--- src/rtl/cim_row_sequencer.sv ---
// Command-driven initiator for row_decoder: turns one accepted MAC sweep or CAM search
// into timed MAC_en/read_bar/addr/data phases (SETUP -> PULSE -> RECOV per row).
module cim_row_sequencer #(
  parameter int unsigned SETUP_CYC = 1,
  parameter int unsigned PULSE_CYC = 2,
  parameter int unsigned RECOV_CYC = 1
) (
  input  logic       clk,
  input  logic       rst_n,
  input  logic       cmd_valid,
  output logic       cmd_ready,
  input  logic       cmd_op,
  input  logic [3:0] cmd_mask,
  input  logic [3:0] cmd_key,
  output logic       MAC_en,
  output logic       read_bar,
  output logic [1:0] addr,
  output logic [3:0] data,
  output logic       busy,
  output logic       done,
  output logic [2:0] rows_fired
);

  // Counter load values: a phase of N cycles counts N-1 down to 0.
  localparam logic [7:0] SETUP_LD = 8'(SETUP_CYC - 1);
  localparam logic [7:0] PULSE_LD = 8'(PULSE_CYC - 1);
  localparam logic [7:0] RECOV_LD = 8'(RECOV_CYC - 1);

  typedef enum logic [2:0] {
    S_IDLE,
    S_SETUP,
    S_PULSE,
    S_RECOV,
    S_DONE
  } state_t;

  state_t     state_q, state_d;
  logic [7:0] cnt_q, cnt_d;
  logic       op_q, op_d;
  logic [3:0] mask_q, mask_d;
  logic [3:0] key_q, key_d;
  logic       mac_en_q, mac_en_d;
  logic       read_bar_q, read_bar_d;
  logic [1:0] addr_q, addr_d;
  logic [3:0] data_q, data_d;
  logic       busy_q, busy_d;
  logic       done_q, done_d;
  logic       ready_q, ready_d;
  logic [2:0] rows_q, rows_d;

  function automatic logic [1:0] lowest_row(input logic [3:0] m);
    logic [1:0] r;
    r = 2'd0;
    for (int i = 3; i >= 0; i--) begin
      if (m[i]) r = 2'(i);
    end
    return r;
  endfunction

  function automatic logic [3:0] drop_lowest(input logic [3:0] m);
    return m & (m - 4'd1);
  endfunction

  always_comb begin
    state_d    = state_q;
    cnt_d      = cnt_q;
    op_d       = op_q;
    mask_d     = mask_q;
    key_d      = key_q;
    mac_en_d   = mac_en_q;
    read_bar_d = read_bar_q;
    addr_d     = addr_q;
    data_d     = data_q;
    busy_d     = busy_q;
    done_d     = 1'b0;
    ready_d    = ready_q;
    rows_d     = rows_q;

    case (state_q)
      S_IDLE: begin
        mac_en_d   = 1'b1;
        read_bar_d = 1'b1;
        if (cmd_valid) begin
          op_d    = cmd_op;
          key_d   = cmd_key;
          rows_d  = 3'd0;
          busy_d  = 1'b1;
          ready_d = 1'b0;
          if (!cmd_op && cmd_mask == 4'd0) begin
            state_d = S_DONE;
            done_d  = 1'b1;
            mask_d  = 4'd0;
          end else begin
            state_d = S_SETUP;
            cnt_d   = SETUP_LD;
            if (cmd_op) begin
              addr_d = 2'd0;
              data_d = cmd_key;
              mask_d = 4'd0;
            end else begin
              // mask_q keeps only the rows still to be visited after this one.
              addr_d = lowest_row(cmd_mask);
              data_d = 4'd0;
              mask_d = drop_lowest(cmd_mask);
            end
          end
        end
      end

      S_SETUP: begin
        if (cnt_q == 8'd0) begin
          state_d = S_PULSE;
          cnt_d   = PULSE_LD;
          rows_d  = rows_q + 3'd1;
          if (op_q) mac_en_d = 1'b0;
          else      read_bar_d = 1'b0;
        end else begin
          cnt_d = cnt_q - 8'd1;
        end
      end

      S_PULSE: begin
        if (cnt_q == 8'd0) begin
          state_d    = S_RECOV;
          cnt_d      = RECOV_LD;
          mac_en_d   = 1'b1;
          read_bar_d = 1'b1;
        end else begin
          cnt_d = cnt_q - 8'd1;
        end
      end

      S_RECOV: begin
        if (cnt_q == 8'd0) begin
          if (!op_q && mask_q != 4'd0) begin
            state_d = S_SETUP;
            cnt_d   = SETUP_LD;
            addr_d  = lowest_row(mask_q);
            data_d  = 4'd0;
            mask_d  = drop_lowest(mask_q);
          end else begin
            state_d = S_DONE;
            done_d  = 1'b1;
          end
        end else begin
          cnt_d = cnt_q - 8'd1;
        end
      end

      S_DONE: begin
        state_d = S_IDLE;
        busy_d  = 1'b0;
        ready_d = 1'b1;
      end

      default: begin
        state_d    = S_IDLE;
        mac_en_d   = 1'b1;
        read_bar_d = 1'b1;
        busy_d     = 1'b0;
        ready_d    = 1'b1;
      end
    endcase
  end

  always_ff @(posedge clk or negedge rst_n) begin
    if (!rst_n) begin
      state_q    <= S_IDLE;
      cnt_q      <= 8'd0;
      op_q       <= 1'b0;
      mask_q     <= 4'd0;
      key_q      <= 4'd0;
      mac_en_q   <= 1'b1;
      read_bar_q <= 1'b1;
      addr_q     <= 2'd0;
      data_q     <= 4'd0;
      busy_q     <= 1'b0;
      done_q     <= 1'b0;
      ready_q    <= 1'b1;
      rows_q     <= 3'd0;
    end else begin
      state_q    <= state_d;
      cnt_q      <= cnt_d;
      op_q       <= op_d;
      mask_q     <= mask_d;
      key_q      <= key_d;
      mac_en_q   <= mac_en_d;
      read_bar_q <= read_bar_d;
      addr_q     <= addr_d;
      data_q     <= data_d;
      busy_q     <= busy_d;
      done_q     <= done_d;
      ready_q    <= ready_d;
      rows_q     <= rows_d;
    end
  end

  assign cmd_ready  = ready_q;
  assign MAC_en     = mac_en_q;
  assign read_bar   = read_bar_q;
  assign addr       = addr_q;
  assign data       = data_q;
  assign busy       = busy_q;
  assign done       = done_q;
  assign rows_fired = rows_q;

endmodule

--- config.mk ---
export PLATFORM = sky130hd
export DESIGN_NAME = cim_row_sequencer
export DESIGN_NICKNAME = d
export VERILOG_FILES = /design/src/rtl/cim_row_sequencer.sv
export SDC_FILE = /design/constraint.sdc
export NUM_CORES = 1
export LEC_CHECK = 0
export CORE_MARGIN = 5
export CORE_UTILIZATION = 55
export DETAILED_ROUTE_END_ITERATION = 10
export PLACE_DENSITY = 0.9
export SETUP_SLACK_MARGIN = 0.5
export SLEW_MARGIN = 10
export SYNTH_ARGS = -nofsm -noshare
export SYNTH_HDL_FRONTEND = slang
export SYNTH_SLANG_ARGS = --single-unit
--- constraint.sdc ---
create_clock -name clk -period 4.4 [get_ports clk]
set_input_delay 0.44 -clock clk [delete_from_list [all_inputs] [get_ports clk]]
set_output_delay 0.44 -clock clk [all_outputs]
set_load 0.05 [all_outputs]
* Word level (Yosys, flattened, before mapping)
Index checks and enable logic that the tools add are counted.
Storage, ports and cells: memories 0, latch bits 0, ROM bits 0, bits in writable memories 0, bits in registers 30, word-level logic and storage cells 114, output and inout bits 14
Operators by class: mux-type cells 59, reduce and logical (&&, ||, !) cells 22, add/subtract/negate cells 4, magnitude comparators 0, shift-type cells 0, divide/modulo/power cells 0, multiply operators 0, bitwise gates (word level) 4, equal/unequal tests 13
Operator list (number):
- $mux 8 | 6
- $mux 4 | 10
- $pmux 8 s4 | 1
- $mux 2 | 13
- $mux 3 | 8
- $reduce_and 4->1 | 5
- $ne 2x2->1 const B | 8
- $pmux 4 s2 | 2
- $pmux 3 s4 | 1
- $mux 1 | 11
- $and 4x4->4 | 2
- $logic_not 8->1 | 1
- $reduce_bool 4->1 | 2
- $sub 4x1->4 const B | 2
- $sub 8x1->8 const B | 1
- $eq 3x2->1 const B | 2
- $pmux 1 s2 | 3
- $pmux 1 s3 | 2
- $pmux 3 s2 | 1
- $reduce_and 5->1 | 1
- $logic_not 4->1 | 1
- $pmux 2 s2 | 1
- $reduce_and 2->1 | 2
- $reduce_bool 2->1 | 2
- 11 further kinds | 14

* Longest topological paths before layout
Gate-level depths: netlist (run 1).
word-level depth 8, gate-level depth with buffers 7

* Least setup slack after synthesis (run 1)
No wires, ideal clock.
path kind register to register, start point register cnt_q[0], end point register addr_q[0] (netlist: addr[0]), setup time 0.128 ns, clock period less this slack 2.192 ns, slack 2.208 ns, cell stages (with the launch flop) 8, required time 4.272 ns, arrival time 2.065 ns, cell sequence dfrtp_1 inv_1 ha_1 or4b_1 buf_2 o41ai_4 nand3_4 mux2_1
Between the ends: longest elaborated chain between the ends 3
RTL lines:
- start, declared | RTL line 38 | logic [7:0] cnt_q, cnt_d;
- start signal, assigned | RTL line 183 | cnt_q <= cnt_d;
- $logic_not 8->1 | RTL line 134 | if (cnt_q == 8'd0) begin
- $ne 2x2->1 (no line)
- $reduce_and 5->1 (no line)
- end signal, assigned | RTL line 189 | addr_q <= addr_d;
- end, declared | RTL line 44 | logic [1:0] addr_q, addr_d;
No other way between the ends. A chain may end at the register's enable or synchronous reset.

* Final worst setup path (run 1)
start point register cnt_q[0], end point register cnt_q[7]
Between the ends: longest elaborated chain between the ends 3
RTL lines (RTL line):
- $sub 8x1->8 or $logic_not 8->1 (tied branches)
- $mux 8, or another cell as far along | 134
- $pmux 8 s4 or $reduce_and 4->1 (tied branches)
Parallel ways exist; a longest one is shown, timed or not.

==> results.txt, run 1 <==
----------------------------------------------------
[Global routing]
  First-pass GRT wire length ... 6.18 mm
  Overall track demand over capacity in global routing ... 19.2%
  Antenna violations before repair ... 0
  Vias in the first global route ... 1329
  Largest net degree at the start of global routing ... 30
  Grt total ovfl ... 0

[Clock network]
  Root buffer selected by CTS ... clkbuf_4
  Number of buffers created by CTS ... 5
  Number of gates resized after CTS ... 0
  Buffer depth of the longest clock path ... 2
  Worst-skew pair later-pin latency ... 0.34 ns
  Clock-pin slew of the registers on the worst-case setup and hold paths ... 0.09 ns
  CTS H-Tree Depth ... 2
  Clk sinks ... 29
  Number of buffers added to fix hold violations after cts ... 0
  TritonCTS clock tree ... done
  Post-CTS setup repair buffer count ... 0

[Power and ir drop]
  Leakage component of the power ... 0.840 nW
  Gate power share ... 52.1%
  VDD IR max ... 628 uV
  Clock network power share ... between 10% and 20%
  Switching fraction of total power ... 46.7%
  Power Dens Cells ... 753 nW/um^2
  Sequential share of power ... approximately a third
  Internal portion of total power ... about 770 uW
  Net switching power ... 679 uW

[Logic synthesis]
  Complex-gate fraction of the synthesized area ... between 20% and 30%
  Post-synthesis instance total ... about 160
  Synthesized area divided by synthesized cell count ... roughly 9.7 sq um
  Top cells by area, synth ... dfrtp_1 (41%), dfstp_2 (5.0%), o21ai_0 (3.8%), nand2_1 (3.1%), a21oi_1 (2.8%)
  Share of the synthesized netlist area taken by xor and xnor gates ... 1.10%
  Total of flip-flops plus latches after synthesis ... 29
  Synthesis Warnings ... 0
  Adder-cell share of the synthesized area ... under 10%
  Register area share after synthesis ... 45.8%
  Cell type with the highest aggregate area in the netlist ... dfrtp_1
  Fraction of post-synthesis cell area in the top cell type by area ... 40.9%
  Flip-flop cell with the highest count after synthesis ... dfrtp_1
  EDFF count, synth ... 0
  Unique cell type count in the Yosys netlist ... 46
  Most common cell in the synthesized netlist ... dfrtp_1
  Most numerous cell types in the synthesized netlist ... dfrtp_1 (26), nand2_1 (13), nor2_1 (12), o21ai_0 (12), a21oi_1 (9)
  Post-Synth Simple-Gate Area ... 19.6%
  Main combinational cell family by area after synthesis ... compound AO/OA/AOI/OAI gates
  Post-synth net total ... around 180
  Fraction of synthesized area in multiplexers ... between 5 and 6%
  Async set-or-reset flop fraction in the synthesized netlist ... 100%
  Netlist area before placement ... 1590 sq um

[Drt]
  Via density ... approximately 6.4
  Number of violations reported at the end of detailed-routing iteration 0 ... 74
  Wirelength, routed ... 3.63 mm
  Average wire per cell in the routed design ... 16.3 microns
  Via total after detailed routing ... 1413
  Number of iterations in the first detailed-routing pass ... 4
  Antenna Violating Nets Remaining ... 0
  Detailed-route DRC error count ... 0

[Worst setup path]
  Startpoint type of the worst setup path ... register
  Crit end category ... register
  CP required ... 4.61 ns
  Critical path fanouts, max ... 8
  Data arrival, critical path ... 2.67 ns
  Path type of the worst setup path ... reg -> reg

[STA]
  Number of hold-slack violations in the final timing report ... 0
  Unrepaired setup endpoints after global routing ... no
  Relative slew slack ... 33.9%
  Fin. max-slew vios ... 0
  Achievable Freq ... 407 MHz
  Setup Total Neg Slack ... 0 ns
  Post-route fraction of the period consumed by the critical path ... 55.9%
  Clock period minus worst slack ... about 2.5 ns
  Setup violators final ... 0
  Final Skew ... 0.0143 ns
  Transition time of the tightest slew-check pin ... approximately 0.98 ns

[Floorplanning]
  Die boundary height ... 63.8 microns
  Starting Density ... 57.7%
  Die Area ... 4070 sq um
  Row cnt ... 19
  Total I/O pin count ... 26
  Core Box Area ... 2760 sq um
  Die span in x ... 63.8 microns

[Min path]
  Classification of the worst-slack hold path ... in -> async

[Cells and area]
  Final core utilization ... a little over two thirds
  Post-layout net count ... 204
  Fill cells ... between 200 and 250
  Area growth syn-to-layout ... 21.3%
  Fraction of layout instances using a drive strength above 1 ... 9.95%
  Antenna Cells ... 0

[Placement]
  Final HPWL DP ... 2.60 mm
  IO Port Bufs ... 25
  Gpl congestion ... 0.865

[Outcome]
  Result of the run ... completed

[Job]
  Number of maximum-capacitance constraint violations ... 0

----------------------------------------------------
-- placed cells by master, fill, tap and decap left out, types with 3 or more instances in the layout --
master           count
a21oi_1              9
a31oi_1              5
and3_1               4
clkbuf_4             5
clkdlybuf4s50_1     25
dfrtp_1             26
dfstp_2              3
inv_1                8
mux2_1               4
nand2_1             13
nand2b_1             4
nand3_1              5
nor2_1              12
nor3_1               7
o21ai_0             12
o22a_1               4
o41ai_1              3
-- layout make-up --
cell class	count	area [sq um]	area share (%)
Multi-Input combinational cell	120	805	41.7
Clock inverter	1	5.00	0.259
Sequential cell	29	729	37.8
Timing Repair Buffer	26	258	13.4
Tap cell	31	38.8	2.01
Inverter	8	30.0	1.56
Clock buffer	7	65.1	3.37
-- path summary, 6_finish.rpt --
check,endpoint,slack [ns],cells past startpoint,from
min reg2reg,cmd_ready$_DFFE_PN1P_,0.49,2,cmd_ready$_DFFE_PN1P_
min,mask_q[2]$_DFFE_PN0P_,0.47,2,rst_n
max reg2reg,cnt_q[7]$_DFFE_PN0P_,1.94,6,cnt_q[0]$_DFFE_PN0P_
max,cnt_q[7]$_DFFE_PN0P_,1.94,6,cnt_q[0]$_DFFE_PN0P_
max in group asynchronous,read_bar$_DFFE_PN1P_,3.61,2,rst_n
min in group clk,cmd_ready$_DFFE_PN1P_,0.49,2,cmd_ready$_DFFE_PN1P_
-- registers in the layout, indices dropped and copies added (netlist names) --
| name | count |
|---|---|
| MAC_en | 1 |
| addr | 2 |
| state_q | 3 |
| op_q | 1 |
| mask_q | 3 |
| cnt_q | 8 |
| data | 4 |
| rows_fired | 3 |
| cmd_ready | 1 |
| read_bar | 1 |
| busy | 1 |
| done | 1 |
-- worst max-delay path, stage by stage, from the launching register on --
cell	delay [ns]
dfrtp_1	0.40
inv_1	0.10
ha_1	0.24
nor4b_1	0.81
a21boi_1	0.40
a21bo_2	0.31
a31oi_1	0.08
-- per-stage QoR --
| stage | power [mW] | worst slack, ns | instance area (sq um) | hold WS (ns) | std cells |
|---|---|---|---|---|---|
| after global placement | 1.23 | 2.07 | 1860 | 0.473 | 214 |
| final | 1.45 | 1.94 | 1930 | 0.471 | 222 |
| after CTS | 1.45 | 1.96 | 1930 | 0.468 | 222 |
| after global routing | 1.55 | 1.74 | 1930 | 0.494 | 222 |
| after detailed placement | 1.26 | 1.99 | 1860 | 0.480 | 214 |
| after floorplan | 1.06 | 2.21 | 1590 | 0.144 | 164 |
-- per-layer routing --
layer  GRT usage [%]  wire (microns)  vias to the layer above  part of all wire, %
met5               0               0                        -                    0
met4            8.05              60                        0                  1.7
met3            6.65             282                        6                  7.8
met2            29.4            1710                       66                   47
met1            24.8            1580                      674                   43
li1                -               -                      667                    -
-- kinds of logic after synthesis --
group	Yosys count
AO/OA/AOI/OAI	50
XOR/XNOR	2
AND/OR/NAND/NOR	58
buffers and inverters	15
multiplexers	8
adder cells (fa/ha/maj)	2
flip-flops	29
-- power groups by stage --
stage,clock (mW),sequential [mW],combinational (mW)
finish,0.186,0.510,0.758
detailed placement,0,0.511,0.753
global placement,0,0.497,0.732
floorplan,0,0.633,0.426
global route,0.207,0.527,0.818
CTS,0.191,0.505,0.758
Note: power is estimated with default switching activity, not from simulation.
==> run 2, diff against run 1 <==
--- a/config.mk
+++ b/config.mk
@@ -6,9 +6,9 @@
 export NUM_CORES = 1
 export LEC_CHECK = 0
 export CORE_MARGIN = 5
-export CORE_UTILIZATION = 55
+export CORE_UTILIZATION = 52
 export DETAILED_ROUTE_END_ITERATION = 10
-export PLACE_DENSITY = 0.9
+export PLACE_DENSITY = 0.86
 export SETUP_SLACK_MARGIN = 0.5
 export SLEW_MARGIN = 10
 export SYNTH_ARGS = -nofsm -noshare
==> constraint.sdc (replaced) <==
create_clock -name clk -period 2.4 [get_ports clk]
set_input_delay 0.24 -clock clk [delete_from_list [all_inputs] [get_ports clk]]
set_output_delay 0.24 -clock clk [all_outputs]
set_load 0.05 [all_outputs]
==> run 2 against run 1 <==
Critical path depth unchanged. Clock power increased by 130%. Flip-flop and latch count unchanged. Power increased by 110%. Setup slack got worse by 1.7 ns. Final area increased by 11%. Wire length increased by 18%. Fmax increased by 12%. Cell count increased by 6.8%. Clock skew decreased by 0.011 ns. Die area increased by 4.9%.
==> results.txt, run 2 (synthesized netlist as in run 1, its figures left out) <==
----------------------------------------------------
[STA]
  Post-route fraction of the period consumed by the critical path ... 91.2% (+35 points)
  Setup violators final ... 0 (unchanged)
  Final Skew ... 0.00296 ns (-0.0114 ns)
  Fin. max-slew vios ... 0 (unchanged)
  Clock period minus worst slack ... 2.19 ns (-0.271 ns)
  Transition time of the tightest slew-check pin ... 0.526 ns (-0.451 ns)
  Unrepaired setup endpoints after global routing ... yes
  Setup Total Neg Slack ... 0 ns (unchanged)
  Minimum hold slack ... 0.261 ns (-0.210 ns)
  Number of hold-slack violations in the final timing report ... 0 (unchanged)
  Achievable Freq ... 457 MHz (+12%)
  Relative slew slack ... 64.6% (+31 points)

[Placement]
  Placed Instance Area ... 1890 sq um (+1.7%)
  Gpl congestion ... 0.870 (+0.52%)
  IO Port Bufs ... 25 (unchanged)
  Final HPWL DP ... 2.77 mm (+6.8%)

[Drt]
  Via density ... 6.44 (+1.2%)
  Average wire per cell in the routed design ... 18.1 microns (+11%)
  Detailed-route DRC error count ... 0 (unchanged)
  Antenna Violating Nets Remaining ... 0 (unchanged)
  Via total after detailed routing ... 1527 (+8.1%)
  Number of iterations in the first detailed-routing pass ... 5 (+1)
  Wirelength, routed ... 4.29 mm (+18%)
  Number of violations reported at the end of detailed-routing iteration 0 ... 129 (+74%)

[Cells and area]
  Area growth syn-to-layout ... 34.8%
  Most common cell after layout, fill and taps aside ... dfrtp_1
  Top library cells by usage in the layout, fill and taps aside ... dfrtp_1 (24), clkdlybuf4s50_1 (22), buf_4 (13)
  Fill cells ... 207 (-4.6%)
  Final core utilization ... 71.5% (+1.4 points)
  Flip-flop count of the largest register after layout ... 8 (unchanged)
  Register ranked first by flip-flop count ... cnt_q
  Antenna Cells ... 0 (unchanged)
  Post-layout net count ... 217 (+6.4%)
  Fraction of layout instances using a drive strength above 1 ... 24.5% (+15 points)
  Total non-filler cell area in the finished layout ... 2150 sq um (+11%)

[Outcome]
  Result of the run ... completed

[Global routing]
  Met1 Track Usage GR ... 23.2% (-1.6 points)
  Met2 Use GR ... 33.1% (+3.7 points)
  First-pass GRT wire length ... 6.52 mm (+5.6%)
  Peak-usage layer in the global routing report ... met2
  Grt total ovfl ... 0 (unchanged)
  Vias in the first global route ... 1459 (+9.8%)
  Antenna violations before repair ... 0 (unchanged)
  Overall track demand over capacity in global routing ... 19.7% (+0.50 points)
  Largest net degree at the start of global routing ... 30 (unchanged)
  Met3 capacity usage during global routing ... 4.10% (-2.6 points)

[Power and ir drop]
  Switching fraction of total power ... 45.8% (-0.99 points)
  Internal portion of total power ... 1.68 mW (+120%)
  Leakage component of the power ... 0.944 nW (+12%)
  Gate power share ... 55.2% (+3.1 points)
  Sequential share of power ... 31.0% (-4.1 points)
  VDD IR max ... 775 uV (+23%)
  Net switching power ... 1.42 mW (+110%)
  Clock network power share ... 13.8% (+1.0 points)
  Power Dens Cells ... 1440 nW/um^2 (+92%)

[Floorplanning]
  Core Box Area ... 3000 sq um (+8.9%)
  Total I/O pin count ... 26 (unchanged)
  Die span in x ... 65.3 microns (+2.4%)
  Die Area ... 4270 sq um (+4.9%)
  Starting Density ... 53.0% (-4.7 points)
  Die boundary height ... 65.3 microns (+2.4%)
  Row cnt ... 20 (+1)

[Clock network]
  Clock-pin slew of the registers on the worst-case setup and hold paths ... 0.09 ns (about the same)
  Root buffer selected by CTS ... clkbuf_4
  CTS H-Tree Depth ... 2 (unchanged)
  Worst-skew pair later-pin latency ... 0.35 ns (about the same)
  Number of buffers created by CTS ... 5 (unchanged)
  TritonCTS clock tree ... done
  Buffer depth of the longest clock path ... 2 (unchanged)
  Number of buffers added to fix hold violations after cts ... 0 (unchanged)
  Clk sinks ... 29 (unchanged)

[Worst setup path]
  Path type of the worst setup path ... reg -> reg
  Data arrival, critical path ... 2.43 ns (-0.24 ns)
  Critical path fanouts, max ... 6 (-2)
  Cell family with most CP delay ... simple AND/OR/NAND/NOR gates
  Critical path cell sequence ... inv_2 > ha_4 > or4b_4 > o41ai_4 > nand3_4 > mux2_4
  Crit-path slowest cell ... or4b_4
  Startpoint type of the worst setup path ... register
  Total buffers and inverters traversed by the critical path ... 1 (unchanged)
  CP required ... 2.64 ns (-1.97 ns)
  Critical path's largest stage delay ... 0.47 ns (-0.34 ns)
  Crit end category ... register

[Min path]
  Classification of the worst-slack hold path ... in -> async

[Job]
  Number of maximum-capacitance constraint violations ... 0 (unchanged)

----------------------------------------------------
## run 2: final cells by class
cell class	instances	area (sq um)	area share (%)
Inverter	8	30.0	1.40
Multi-Input combinational cell	120	898	41.9
Clock buffer	6	51.3	2.39
Timing Repair Buffer	39	355	16.6
Tap cell	33	41.3	1.92
Clock inverter	2	37.5	1.75
Sequential cell	29	732	34.1
## run 2: worst register-to-register path, cell delays in order, from the launching register on
cell and delay [ns]:
dfrtp_1 0.41, inv_2 0.10, ha_4 0.14, or4b_4 0.47
o41ai_4 0.44, nand3_4 0.19, mux2_4 0.33
## run 2: metal layers
layer	up-vias	routed length (microns)	part of all wire (%)
li1	696	-	-
met1	720	1680	39
met2	90	2150	50
met3	21	321	7.5
met4	0	142	3.3
met5	-	0	0
## run 2: final timing paths
check                                      start               endpoint  slack, ns  depth (start not counted)
max                         cnt_q[0]$_DFFE_PN0P_    data[2]$_DFFE_PN0P_       0.21                          6
min                                        rst_n   cnt_q[3]$_DFFE_PN0P_       0.26                          2
max reg2reg                 cnt_q[0]$_DFFE_PN0P_    data[2]$_DFFE_PN0P_       0.21                          6
min reg2reg                cmd_ready$_DFFE_PN1P_  cmd_ready$_DFFE_PN1P_       0.49                          2
max in group asynchronous                  rst_n     MAC_en$_DFFE_PN1P_       1.84                          2
min in group clk           cmd_ready$_DFFE_PN1P_  cmd_ready$_DFFE_PN1P_       0.49                          2
## run 2: power groups by stage
stage               clock (mW)  combinational [mW]  sequential, mW
finish                   0.426                1.71           0.961
global route             0.459                1.83           0.988
CTS                      0.429                1.55           0.935
detailed placement           0                1.44           0.940
global placement             0                1.37           0.919
floorplan                    0               0.817            1.17
## run 2: per-stage QoR
step                power, mW  setup WS, ns  instances
global placement         2.29         0.239        217
detailed placement       2.38         0.172        217
floorplan                1.99         0.250        164
global route             3.27         0.118        237
finish                   3.10         0.211        237
CTS                      2.91         0.223        231
## run 2: repair_timing
action | in CTS | in global routing
pin swaps | 3 | 6
setup buffers | 6 | 6
endpoints found under the setup margin | 21 | 20
gates resized for setup | 9 | 14
==> run 3, diff against run 2 <==
--- a/config.mk
+++ b/config.mk
@@ -5,6 +5,7 @@
 export SDC_FILE = /design/constraint.sdc
 export NUM_CORES = 1
 export LEC_CHECK = 0
+export CAP_MARGIN = 20
 export CORE_MARGIN = 5
 export CORE_UTILIZATION = 52
 export DETAILED_ROUTE_END_ITERATION = 10
==> constraint.sdc (replaced) <==
create_clock -name clk -period 2.4 [get_ports clk]
set_input_delay 0.36 -clock clk [delete_from_list [all_inputs] [get_ports clk]]
set_output_delay 0.36 -clock clk [all_outputs]
set_load 0.05 [all_outputs]
==> run 3 against run 2 <==
Setup slack gained 0.0039 ns. Final area shrank 0.76%. Cell count shrank 0.84%. Clock power decreased by 4%. Sequential power shrank 0.6%. Hold slack gained 0.14 ns. Count of clock-buffer cells in the layout decreased by 1. Wire length down 5.0%. Register-to-register slack barely moved. Largest cell class unchanged. Largest power group unchanged.
==> results.txt, run 3 (synthesized netlist as in run 1, its figures left out) <==
----------------------------------------------------
[Floorplanning]
  Total I/O pin count ... 26 (unchanged)
  Die boundary height ... 65.3 microns (unchanged)
  Core Box Area ... 3000 sq um (unchanged)
  Row cnt ... 20 (unchanged)
  Die Area ... 4270 sq um (unchanged)
  Starting Density ... 53.0% (unchanged)
  Die span in x ... 65.3 microns (unchanged)

[STA]
  Clock period minus worst slack ... 2.18 ns (-0.00393 ns)
  Fin. max-slew vios ... 0 (unchanged)
  Relative slew slack ... 65.1% (+0.50 points)
  Unrepaired setup endpoints after global routing ... yes
  Achievable Freq ... 458 MHz (+0.18%)
  Number of hold-slack violations in the final timing report ... 0 (unchanged)
  Final Skew ... 0.00718 ns (+0.00422 ns)
  Setup Total Neg Slack ... 0 ns (unchanged)
  Post-route fraction of the period consumed by the critical path ... 91.0% (-0.16 points)
  Minimum hold slack ... 0.406 ns (+0.145 ns)
  Setup violators final ... 0 (unchanged)
  Transition time of the tightest slew-check pin ... 0.522 ns (-0.00432 ns)

[Placement]
  Gpl congestion ... 0.854 (-1.9%)
  Placed cell count ... 218 (+0.46%)
  IO Port Bufs ... 25 (unchanged)
  Final HPWL DP ... 2.82 mm (+1.8%)

[Drt]
  Wirelength, routed ... 4.08 mm (-5.0%)
  Via total after detailed routing ... 1461 (-4.3%)
  Via density ... 6.22 (-3.5%)
  Number of iterations in the first detailed-routing pass ... 4 (-1)
  Antenna Violating Nets Remaining ... 0 (unchanged)
  Detailed-route DRC error count ... 0 (unchanged)
  Average wire per cell in the routed design ... 17.4 microns (-4.2%)
  Number of violations reported at the end of detailed-routing iteration 0 ... 99 (-23%)

[Global routing]
  Overall track demand over capacity in global routing ... 20.5% (+0.77 points)
  Largest net degree at the start of global routing ... 30 (unchanged)
  First-pass GRT wire length ... 6.76 mm (+3.7%)
  Vias in the first global route ... 1438 (-1.4%)
  Grt total ovfl ... 0 (unchanged)
  Antenna violations before repair ... 0 (unchanged)

[Power and ir drop]
  VDD IR max ... 883 uV (+14%)
  Leakage component of the power ... 0.977 nW (+3.4%)
  Power Dens Cells ... 1420 nW/um^2 (-1.7%)
  Final Power ... 3.02 mW (-2.4%)

[Clock network]
  TritonCTS clock tree ... done
  CTS H-Tree Depth ... 2 (unchanged)
  Number of buffers added to fix hold violations after cts ... 0 (unchanged)
  Root buffer selected by CTS ... clkbuf_4
  Worst-skew pair later-pin latency ... 0.33 ns (-0.02 ns)
  Clock-pin slew of the registers on the worst-case setup and hold paths ... 0.11 ns (+0.02 ns)
  Clk sinks ... 29 (unchanged)
  Buffer depth of the longest clock path ... 2 (unchanged)
  Number of buffers created by CTS ... 5 (unchanged)

[Min path]
  Classification of the worst-slack hold path ... in -> async

[Cells and area]
  Register ranked first by flip-flop count ... cnt_q
  Post-layout net count ... 215 (-0.92%)
  Most common cell after layout, fill and taps aside ... dfrtp_1
  Fraction of layout instances using a drive strength above 1 ... 23.8% (-0.75 points)
  Flip-flop count of the largest register after layout ... 8 (unchanged)
  Non-filler cells, final ... 235 (-0.84%)
  Final core utilization ... 70.9% (-0.54 points)
  Antenna Cells ... 0 (unchanged)
  Top library cells by usage in the layout, fill and taps aside ... dfrtp_1 (25), clkdlybuf4s50_1 (17), nor2_1 (12)
  Area growth syn-to-layout ... 33.8%

[Worst setup path]
  Startpoint type of the worst setup path ... register
  Path type of the worst setup path ... reg -> reg
  Data arrival, critical path ... 2.40 ns (-0.03 ns)
  Critical path fanouts, max ... 6 (unchanged)
  Crit end category ... register
  CP required ... 2.62 ns (-0.02 ns)

[Outcome]
  Result of the run ... completed

[Job]
  Number of maximum-capacitance constraint violations ... 0 (unchanged)

----------------------------------------------------
[run 3: timing repair]
| item | in CTS | in global routing |
|---|---|---|
| hold endpoints to repair | 0 | 0 |
| pin swaps | 6 | 3 |
| buffers inserted | 6 | 3 |
| gates cloned | 0 | 0 |
| endpoints found under the setup margin | 23 | 26 |
| resized for setup | 12 | 15 |
[run 3: path summary, 6_finish.rpt]
kind / start / end / slack (ns) / cells after the start
max: cnt_q[1]$_DFFE_PN0P_ / data[3]$_DFFE_PN0P_ / 0.22 / 6
min: rst_n / rows_fired[2]$_DFFE_PN0P_ / 0.41 / 2
max reg2reg: cnt_q[1]$_DFFE_PN0P_ / data[3]$_DFFE_PN0P_ / 0.22 / 6
min reg2reg: cmd_ready$_DFFE_PN1P_ / cmd_ready$_DFFE_PN1P_ / 0.49 / 2
max in group asynchronous: rst_n / read_bar$_DFFE_PN1P_ / 1.68 / 2
min in group clk: cmd_ready$_DFFE_PN1P_ / cmd_ready$_DFFE_PN1P_ / 0.49 / 2
[run 3: critical path, cell delays in order, from the launching register on]
cell and delay (ns):
dfrtp_1 0.41, inv_2 0.10, ha_4 0.13, or4b_4 0.48
o41ai_4 0.43, nand3_4 0.19, mux2_4 0.33
[run 3: layer usage]
metal / part of all wire [%] / GRT usage (%) / routed length, microns
met4: 1.5 / 6.48 / 63
met3: 6.8 / 4.96 / 279
met1: 40 / 25.1 / 1620
met2: 52 / 35.4 / 2120
met5: 0 / 0 / 0
[run 3: final cells by class]
| class | instances | area, sq um |
|---|---|---|
| multi-input combinational | 120 | 898 |
| fill | 209 | 873 |
| sequential | 29 | 731 |
| timing repair buffer | 37 | 345 |
| clock inverter | 3 | 46.3 |
| tap | 33 | 41.3 |
| clock buffer | 5 | 37.5 |
| inverter | 8 | 30.0 |
[run 3: where the power goes]
part | total, mW | internal [mW] | switching [mW]
Combinational | 1.66 | 0.706 | 0.956
Sequential | 0.955 | 0.699 | 0.255
Clock | 0.407 | 0.220 | 0.187
Total | 3.02 | 1.63 | 1.40
[run 3: per-stage QoR]
| stage | cell area, sq um | setup slack, ns |
|---|---|---|
| final | 2130 | 0.215 |
| after global routing | 2130 | 0.149 |
| after CTS | 2060 | 0.197 |
| after detailed placement | 1900 | 0.130 |
| after global placement | 1900 | 0.194 |
| after floorplan | 1620 | 0.250 |
